## src/rtl/ws2812_pkg.sv

```systemverilog
// Shared WS2812 definitions: line-decoder states, word geometry and default
// timing (clk cycles at 10 MHz), used by both receiver and transmitter.
package ws2812_pkg;

    localparam int unsigned WORD_BITS           = 24;
    localparam int unsigned BIT_CNT_W           = 5;
    localparam int unsigned WORD_CNT_W          = 8;
    localparam int unsigned DEF_SAMPLE_CYCLES   = 6;
    localparam int unsigned DEF_MIN_HIGH_CYCLES = 2;
    localparam int unsigned DEF_RESET_CYCLES    = 500;

    typedef enum logic [1:0] {
        ST_IDLE = 2'd0,
        ST_HIGH = 2'd1,
        ST_LOW  = 2'd2
    } ws2812_state_t;

    // One pixel as it travels on the wire: green first, blue last.
    typedef struct packed {
        logic [7:0] g;
        logic [7:0] r;
        logic [7:0] b;
    } grb_t;

endpackage

```

## src/rtl/ws2812_rx_sync.sv

```systemverilog
// Two-flop synchroniser for the asynchronous WS2812 line plus rising/falling
// edge detection on the synchronised value.
module ws2812_rx_sync (
    input  logic clk,
    input  logic resetb,
    input  logic din,
    output logic din_s,
    output logic rise_c,
    output logic fall_c
);

    logic meta_q;
    logic sync_q;
    logic prev_q;

    always_ff @(posedge clk or negedge resetb) begin
        if (!resetb) begin
            meta_q <= 1'b0;
            sync_q <= 1'b0;
            prev_q <= 1'b0;
        end else begin
            meta_q <= din;
            sync_q <= meta_q;
            prev_q <= sync_q;
        end
    end

    assign din_s  = sync_q;
    assign rise_c = sync_q & ~prev_q;
    assign fall_c = ~sync_q & prev_q;

endmodule

```

## src/rtl/ws2812_rx.sv

```systemverilog
// WS2812 serial receiver: pulse-width decodes the line into 24-bit GRB words
// with valid/ready handoff and frame detection. Define WS2812_RX_FORWARD_EN to
// add the chain-pixel dout that repeats the line after the first word.
module ws2812_rx
    import ws2812_pkg::*;
#(
    parameter int unsigned SAMPLE_CYCLES   = DEF_SAMPLE_CYCLES,
    parameter int unsigned MIN_HIGH_CYCLES = DEF_MIN_HIGH_CYCLES,
    parameter int unsigned RESET_CYCLES    = DEF_RESET_CYCLES
) (
    input  logic                  clk,
    input  logic                  resetb,
    input  logic                  din,
    output logic [WORD_BITS-1:0]  data_o,
    output logic                  valid_o,
    input  logic                  ready_i,
    output logic                  frame_o,
    output logic [WORD_CNT_W-1:0] word_cnt_o,
    output logic                  overrun_o
`ifdef WS2812_RX_FORWARD_EN
    ,
    output logic                  dout
`endif
);

    localparam int unsigned HCW = $clog2(SAMPLE_CYCLES + 1) + 1;
    localparam int unsigned LCW = $clog2(RESET_CYCLES + 1);

    localparam logic [HCW-1:0]        HIGH_MAX  = '1;
    localparam logic [HCW-1:0]        SAMPLE_TH = HCW'(SAMPLE_CYCLES);
    localparam logic [HCW-1:0]        MIN_TH    = HCW'(MIN_HIGH_CYCLES);
    localparam logic [LCW-1:0]        LOW_TH    = LCW'(RESET_CYCLES - 1);
    localparam logic [BIT_CNT_W-1:0]  LAST_BIT  = BIT_CNT_W'(WORD_BITS - 1);
    localparam logic [WORD_CNT_W-1:0] WCNT_MAX  = '1;

    logic din_s;
    logic rise_c;
    logic fall_c;

    ws2812_state_t state_q;
    ws2812_state_t state_nxt;

    logic [HCW-1:0]       high_cnt_q;
    logic [LCW-1:0]       low_cnt_q;
    logic [WORD_BITS-1:0] shreg_q;
    logic [BIT_CNT_W-1:0] bit_cnt_q;

    logic                 enter_high_c;
    logic                 enter_low_c;
    logic                 bit_acc_c;
    logic                 bit_val_c;
    logic                 frame_end_c;
    logic                 word_done_c;
    logic [WORD_BITS-1:0] word_nxt_c;

    ws2812_rx_sync u_sync (
        .clk    (clk),
        .resetb (resetb),
        .din    (din),
        .din_s  (din_s),
        .rise_c (rise_c),
        .fall_c (fall_c)
    );

    always_ff @(posedge clk or negedge resetb) begin
        if (!resetb) begin
            state_q <= ST_IDLE;
        end else begin
            state_q <= state_nxt;
        end
    end

    // Line state machine; a bit is judged at the end of its high pulse.
    always_comb begin
        state_nxt   = state_q;
        bit_acc_c   = 1'b0;
        bit_val_c   = 1'b0;
        frame_end_c = 1'b0;
        case (state_q)
            ST_IDLE: begin
                if (rise_c) begin
                    state_nxt = ST_HIGH;
                end
            end
            ST_HIGH: begin
                if (fall_c) begin
                    state_nxt = ST_LOW;
                    if (high_cnt_q >= MIN_TH) begin
                        bit_acc_c = 1'b1;
                        bit_val_c = (high_cnt_q >= SAMPLE_TH);
                    end
                end
            end
            ST_LOW: begin
                if (rise_c) begin
                    state_nxt = ST_HIGH;
                end else if (low_cnt_q >= LOW_TH) begin
                    state_nxt   = ST_IDLE;
                    frame_end_c = 1'b1;
                end
            end
            default: begin
                state_nxt = ST_IDLE;
            end
        endcase
        enter_high_c = (state_nxt == ST_HIGH) && (state_q != ST_HIGH);
        enter_low_c  = (state_nxt == ST_LOW) && (state_q != ST_LOW);
        word_done_c  = bit_acc_c && (bit_cnt_q == LAST_BIT);
        word_nxt_c   = {shreg_q[WORD_BITS-2:0], bit_val_c};
    end

    // Width counters restart at 1 because the edge cycle is the first sample.
    always_ff @(posedge clk or negedge resetb) begin
        if (!resetb) begin
            high_cnt_q <= '0;
            low_cnt_q  <= '0;
        end else begin
            if (enter_high_c) begin
                high_cnt_q <= HCW'(1);
            end else if ((state_q == ST_HIGH) && (high_cnt_q != HIGH_MAX)) begin
                high_cnt_q <= high_cnt_q + HCW'(1);
            end
            if (enter_low_c) begin
                low_cnt_q <= LCW'(1);
            end else if ((state_q == ST_LOW) && (low_cnt_q < LOW_TH)) begin
                low_cnt_q <= low_cnt_q + LCW'(1);
            end
        end
    end

    always_ff @(posedge clk or negedge resetb) begin
        if (!resetb) begin
            shreg_q    <= '0;
            bit_cnt_q  <= '0;
            word_cnt_o <= '0;
        end else if (frame_end_c) begin
            bit_cnt_q  <= '0;
            word_cnt_o <= '0;
        end else if (bit_acc_c) begin
            shreg_q <= word_nxt_c;
            if (word_done_c) begin
                bit_cnt_q <= '0;
                if (word_cnt_o != WCNT_MAX) begin
                    word_cnt_o <= word_cnt_o + WORD_CNT_W'(1);
                end
            end else begin
                bit_cnt_q <= bit_cnt_q + BIT_CNT_W'(1);
            end
        end
    end

    // Output handoff: a completed word is dropped only if the held one is not taken.
    always_ff @(posedge clk or negedge resetb) begin
        if (!resetb) begin
            data_o    <= '0;
            valid_o   <= 1'b0;
            overrun_o <= 1'b0;
            frame_o   <= 1'b0;
        end else begin
            frame_o <= frame_end_c;
            if (word_done_c && (!valid_o || ready_i)) begin
                data_o  <= word_nxt_c;
                valid_o <= 1'b1;
            end else if (valid_o && ready_i) begin
                valid_o <= 1'b0;
            end
            if (word_done_c && valid_o && !ready_i) begin
                overrun_o <= 1'b1;
            end
        end
    end

`ifdef WS2812_RX_FORWARD_EN
    logic fwd_q;

    always_ff @(posedge clk or negedge resetb) begin
        if (!resetb) begin
            fwd_q <= 1'b0;
        end else if (frame_end_c) begin
            fwd_q <= 1'b0;
        end else if (word_done_c) begin
            fwd_q <= 1'b1;
        end
    end

    // Gate the synchronised line directly so downstream sees only the sync latency.
    assign dout = fwd_q & din_s;
`endif

endmodule

```

## config.mk

```make
export PLATFORM = sky130hd
export DESIGN_NAME = ws2812_rx
export DESIGN_NICKNAME = d
export VERILOG_FILES = /design/src/rtl/ws2812_pkg.sv /design/src/rtl/ws2812_rx_sync.sv /design/src/rtl/ws2812_rx.sv
export SDC_FILE = /design/constraint.sdc
export NUM_CORES = 1
export LEC_CHECK = 0
export ABC_AREA = 1
export ABC_CLOCK_PERIOD_IN_PS = 1700
export BUFFER_PORTS_ARGS = -buffer_cell sky130_fd_sc_hd__buf_2
export CELL_PAD_IN_SITES_DETAIL_PLACEMENT = 0
export CELL_PAD_IN_SITES_GLOBAL_PLACEMENT = 1
export CORE_ASPECT_RATIO = 1.75
export CORE_MARGIN = 3
export CORE_UTILIZATION = 44
export DETAILED_ROUTE_END_ITERATION = 12
export PLACE_DENSITY = 0.85
export SYNTH_ARGS = -nofsm -noshare
export SYNTH_HDL_FRONTEND = slang
export SYNTH_SLANG_ARGS = --single-unit
```

## constraint.sdc

```tcl
create_clock -name clk -period 1.7 [get_ports clk]
set_input_delay 0.34 -clock clk [delete_from_list [all_inputs] [get_ports clk]]
set_output_delay 0.34 -clock clk [all_outputs]
set_load 0.05 [all_outputs]
```

==> metrics <==
cts bufs inserted 9; synthesis-stage register bit count 81; internal cell power 3.707 mW; Synth Warn # 0; post-synthesis cell type count 28; HP Class primary input to flop; multi-input logic area about 1400 um2; Fillers 713; fmax roughly 630 MHz; die area around 9600 um2; Reg area approximately 2000 um2; NetSw 1.365 mW; Buf/Inv on CP 0; Slew Limit Fails 0; CTS tree done; largest net degree at the start of global routing 49; Net Sw Frac 0.2691; most common cell after layout, fill and taps aside nand2_1; clk buf depth 2; sequential power share 0.439; all-layer global routing usage 0.1726; Post-Route WL ~7500 um; routability cong. between 0.8 and 0.9; # diodes 0; initial DRC count around 140; clock skew just under 7 ps; clk slew on worst S/H paths about 60 ps; Max stage delay cell, worst path dfrtp_1; Clock Power Share 0.414; Antenna Violating Nets Remaining 0; CP Cell Sequence ha_2 -> nand2_2 -> nor2_4 -> nand3_2 -> nor2_4 -> nand3_1 -> nand2_1; I/O pin total 39; crit path max fanout 8; Initial Util 0.4584; Seq/Total Area, Yosys 0.5479; CTS root buf clkbuf_16; mean post-synth cell area 8.466 um2; final setup fails 0; Final nets 498; Min-Delay Path Depth 1; average wire per standard cell 12.95 um; final worst path period need ~1600 ps; combinational fraction of design power 0.146; instance count on the critical path 7; vias in the first global route about 2900; max-cap check violation count 0; Layout area overhead 20.76%; Setup TNS Final 0 ps; status complete, no violations; Worst-Margin Slew ~330 ps; period utilization 0.9268; Core Area approximately 8000 um2; LEAKAGE between 2 and 2.5 nW; FP Rows 43; Layout Utilization 0.5536; Vias/cell ~5.1; layout cells sized above 1 0.1765; x dimension of the die 75.32 um; hold slack 109.2 ps; kind of cell adding the most delay to the critical path simple AND/OR/NAND/NOR gates; initial antenna violation count 0; CTS Sinks between 80 and 90; most frequent cells in the layout nand2_1 (132), dfrtp_1 (81), inv_1 (57); H-tree levels 3; Crit path top cell by count nor2_4; crit path DAT approximately 1900 ps; Pwr Density between 1000 and 1500 nW/um2; CP startpoint kind flop; Worst EP required 1970 ps; chip height about 130 um; Crit Path Class flop to flop; Critical Path Max Stage Delay between 400 and 500 ps; DRT Pass-1 Iters 4; Mapped Nets roughly 450; Overflow after GRT 0; clk_lat worst skew 330 ps; post-DP HPWL approximately 5100 um; final hold vios 0; first-pass GRT wire length between 10000 and 15000 um; Peak VDD IR between 700 and 800 uV; Post-Syn Area around 3700 um2; PortBufs 38; Setup crit end kind flop; Vias about 3000; Post-Syn Instances 437; cells on worst reg2reg path 7; DRC 0; Slew HR 0.7807
## cell type report
class / count / share of cell area
clock buffers: 11 / 0.05657
multi-input cells: 283 / 0.3092
inverters: 60 / 0.05097
clock inverters: 4 / 0.01708
flip-flops and latches: 81 / 0.4537
repair buffers: 54 / 0.08737
well taps: 90 / 0.02520
## layer usage
metal	up-vias	GRT usage	wire [um]	part of all wire
li1	1477	-	-	-
met1	1403	0.2067	3217	0.43
met2	51	0.2822	3763	0.50
met3	20	0.04331	300	0.040
met4	0	0.08239	266	0.035
met5	-	0	0	0
## worst reg2reg max path: cells and delay by family (launching register included)
family | cells | cell delay, ps
DFF | 1 | 410
and+or+nand+nor | 6 | 880
adders and majority gates | 1 | 230
## cells in the mapped netlist, drive strengths merged
library cell / count / area (um2)
a21oi: 2 / 10.01
buf: 10 / 73.81
clkbuf: 3 / 11.26
dfrtp: 81 / 2027
ha: 5 / 62.56
inv: 60 / 227.7
nand2: 135 / 514.3
nand3: 36 / 197.7
nand4: 9 / 62.56
nor2: 31 / 136.4
nor3: 1 / 5.000
o21ai: 53 / 280.3
o21bai: 2 / 15.01
or2: 1 / 6.260
xnor2: 2 / 17.52
xor2: 6 / 52.55
## cells by family after synthesis
| kind of cell | after synthesis | synth area share |
|---|---|---|
| buf+inv | 73 | 0.08455 |
| xor+xnor | 8 | 0.01894 |
| compound gates | 57 | 0.08252 |
| simple gates | 213 | 0.2492 |
| fa+ha+maj | 5 | 0.01691 |
| flops | 81 | 0.5479 |
## stage by stage
| step | worst slack, ps | area [um2] | instances | power, mW |
|---|---|---|---|---|
| 4_1_cts | 90.06 | 4392 | 579 | 5.081 |
| 3_5_place_dp | 106.0 | 4053 | 563 | 2.954 |
| 3_3_place_gp | 168.3 | 4053 | 563 | 2.918 |
| 2_1_floorplan | 157.2 | 3700 | 437 | 2.694 |
| 5_1_grt | -14.44 | 4468 | 583 | 5.349 |
| 6_report | 124.5 | 4468 | 583 | 5.073 |
## flip-flops by register name, summed over array words and instances, names as in the netlist
signal	count
bit_cnt_q	5
data_o	24
frame_o	1
high_cnt_q	4
low_cnt_q	9
overrun_o	1
shreg_q	23
state_q	2
u_sync.din_s	1
u_sync.meta_q	1
u_sync.prev_q	1
valid_o	1
word_cnt_o	8
## power by group through the flow
| stage | clock network [mW] | logic, mW | registers (mW) |
|---|---|---|---|
| 5_1_grt | 2.23 | 0.870 | 2.25 |
| 3_3_place_gp | 0 | 0.669 | 2.25 |
| 6_report | 2.10 | 0.743 | 2.23 |
| 4_1_cts | 2.15 | 0.703 | 2.23 |
| 3_5_place_dp | 0 | 0.694 | 2.26 |
| 2_1_floorplan | 0 | 0.465 | 2.23 |
## path summary, 6_finish.rpt
kind                                           from                        end  slack [ps]
min reg2reg                 u_sync.meta_q$_DFF_PN0_     u_sync.din_s$_DFF_PN0_         350
max                        bit_cnt_q[1]$_DFFE_PN0P_  word_cnt_o[7]$_DFFE_PN0P_         120
max in group asynchronous                    resetb    shreg_q[19]$_DFFE_PN0P_         900
min                                             din    u_sync.meta_q$_DFF_PN0_         110
max reg2reg                bit_cnt_q[1]$_DFFE_PN0P_  word_cnt_o[7]$_DFFE_PN0P_         120
min in group asynchronous                    resetb      data_o[4]$_DFFE_PN0P_         370
## repair_timing
item | CTS | global route
hold endpoints to repair | 5 | 0
setup endpoints to repair | 0 | 51
resized for setup | 0 | 6
hold buffers | 1 | 0
buffers inserted | 0 | 2
(Power assumes the default switching activity.)
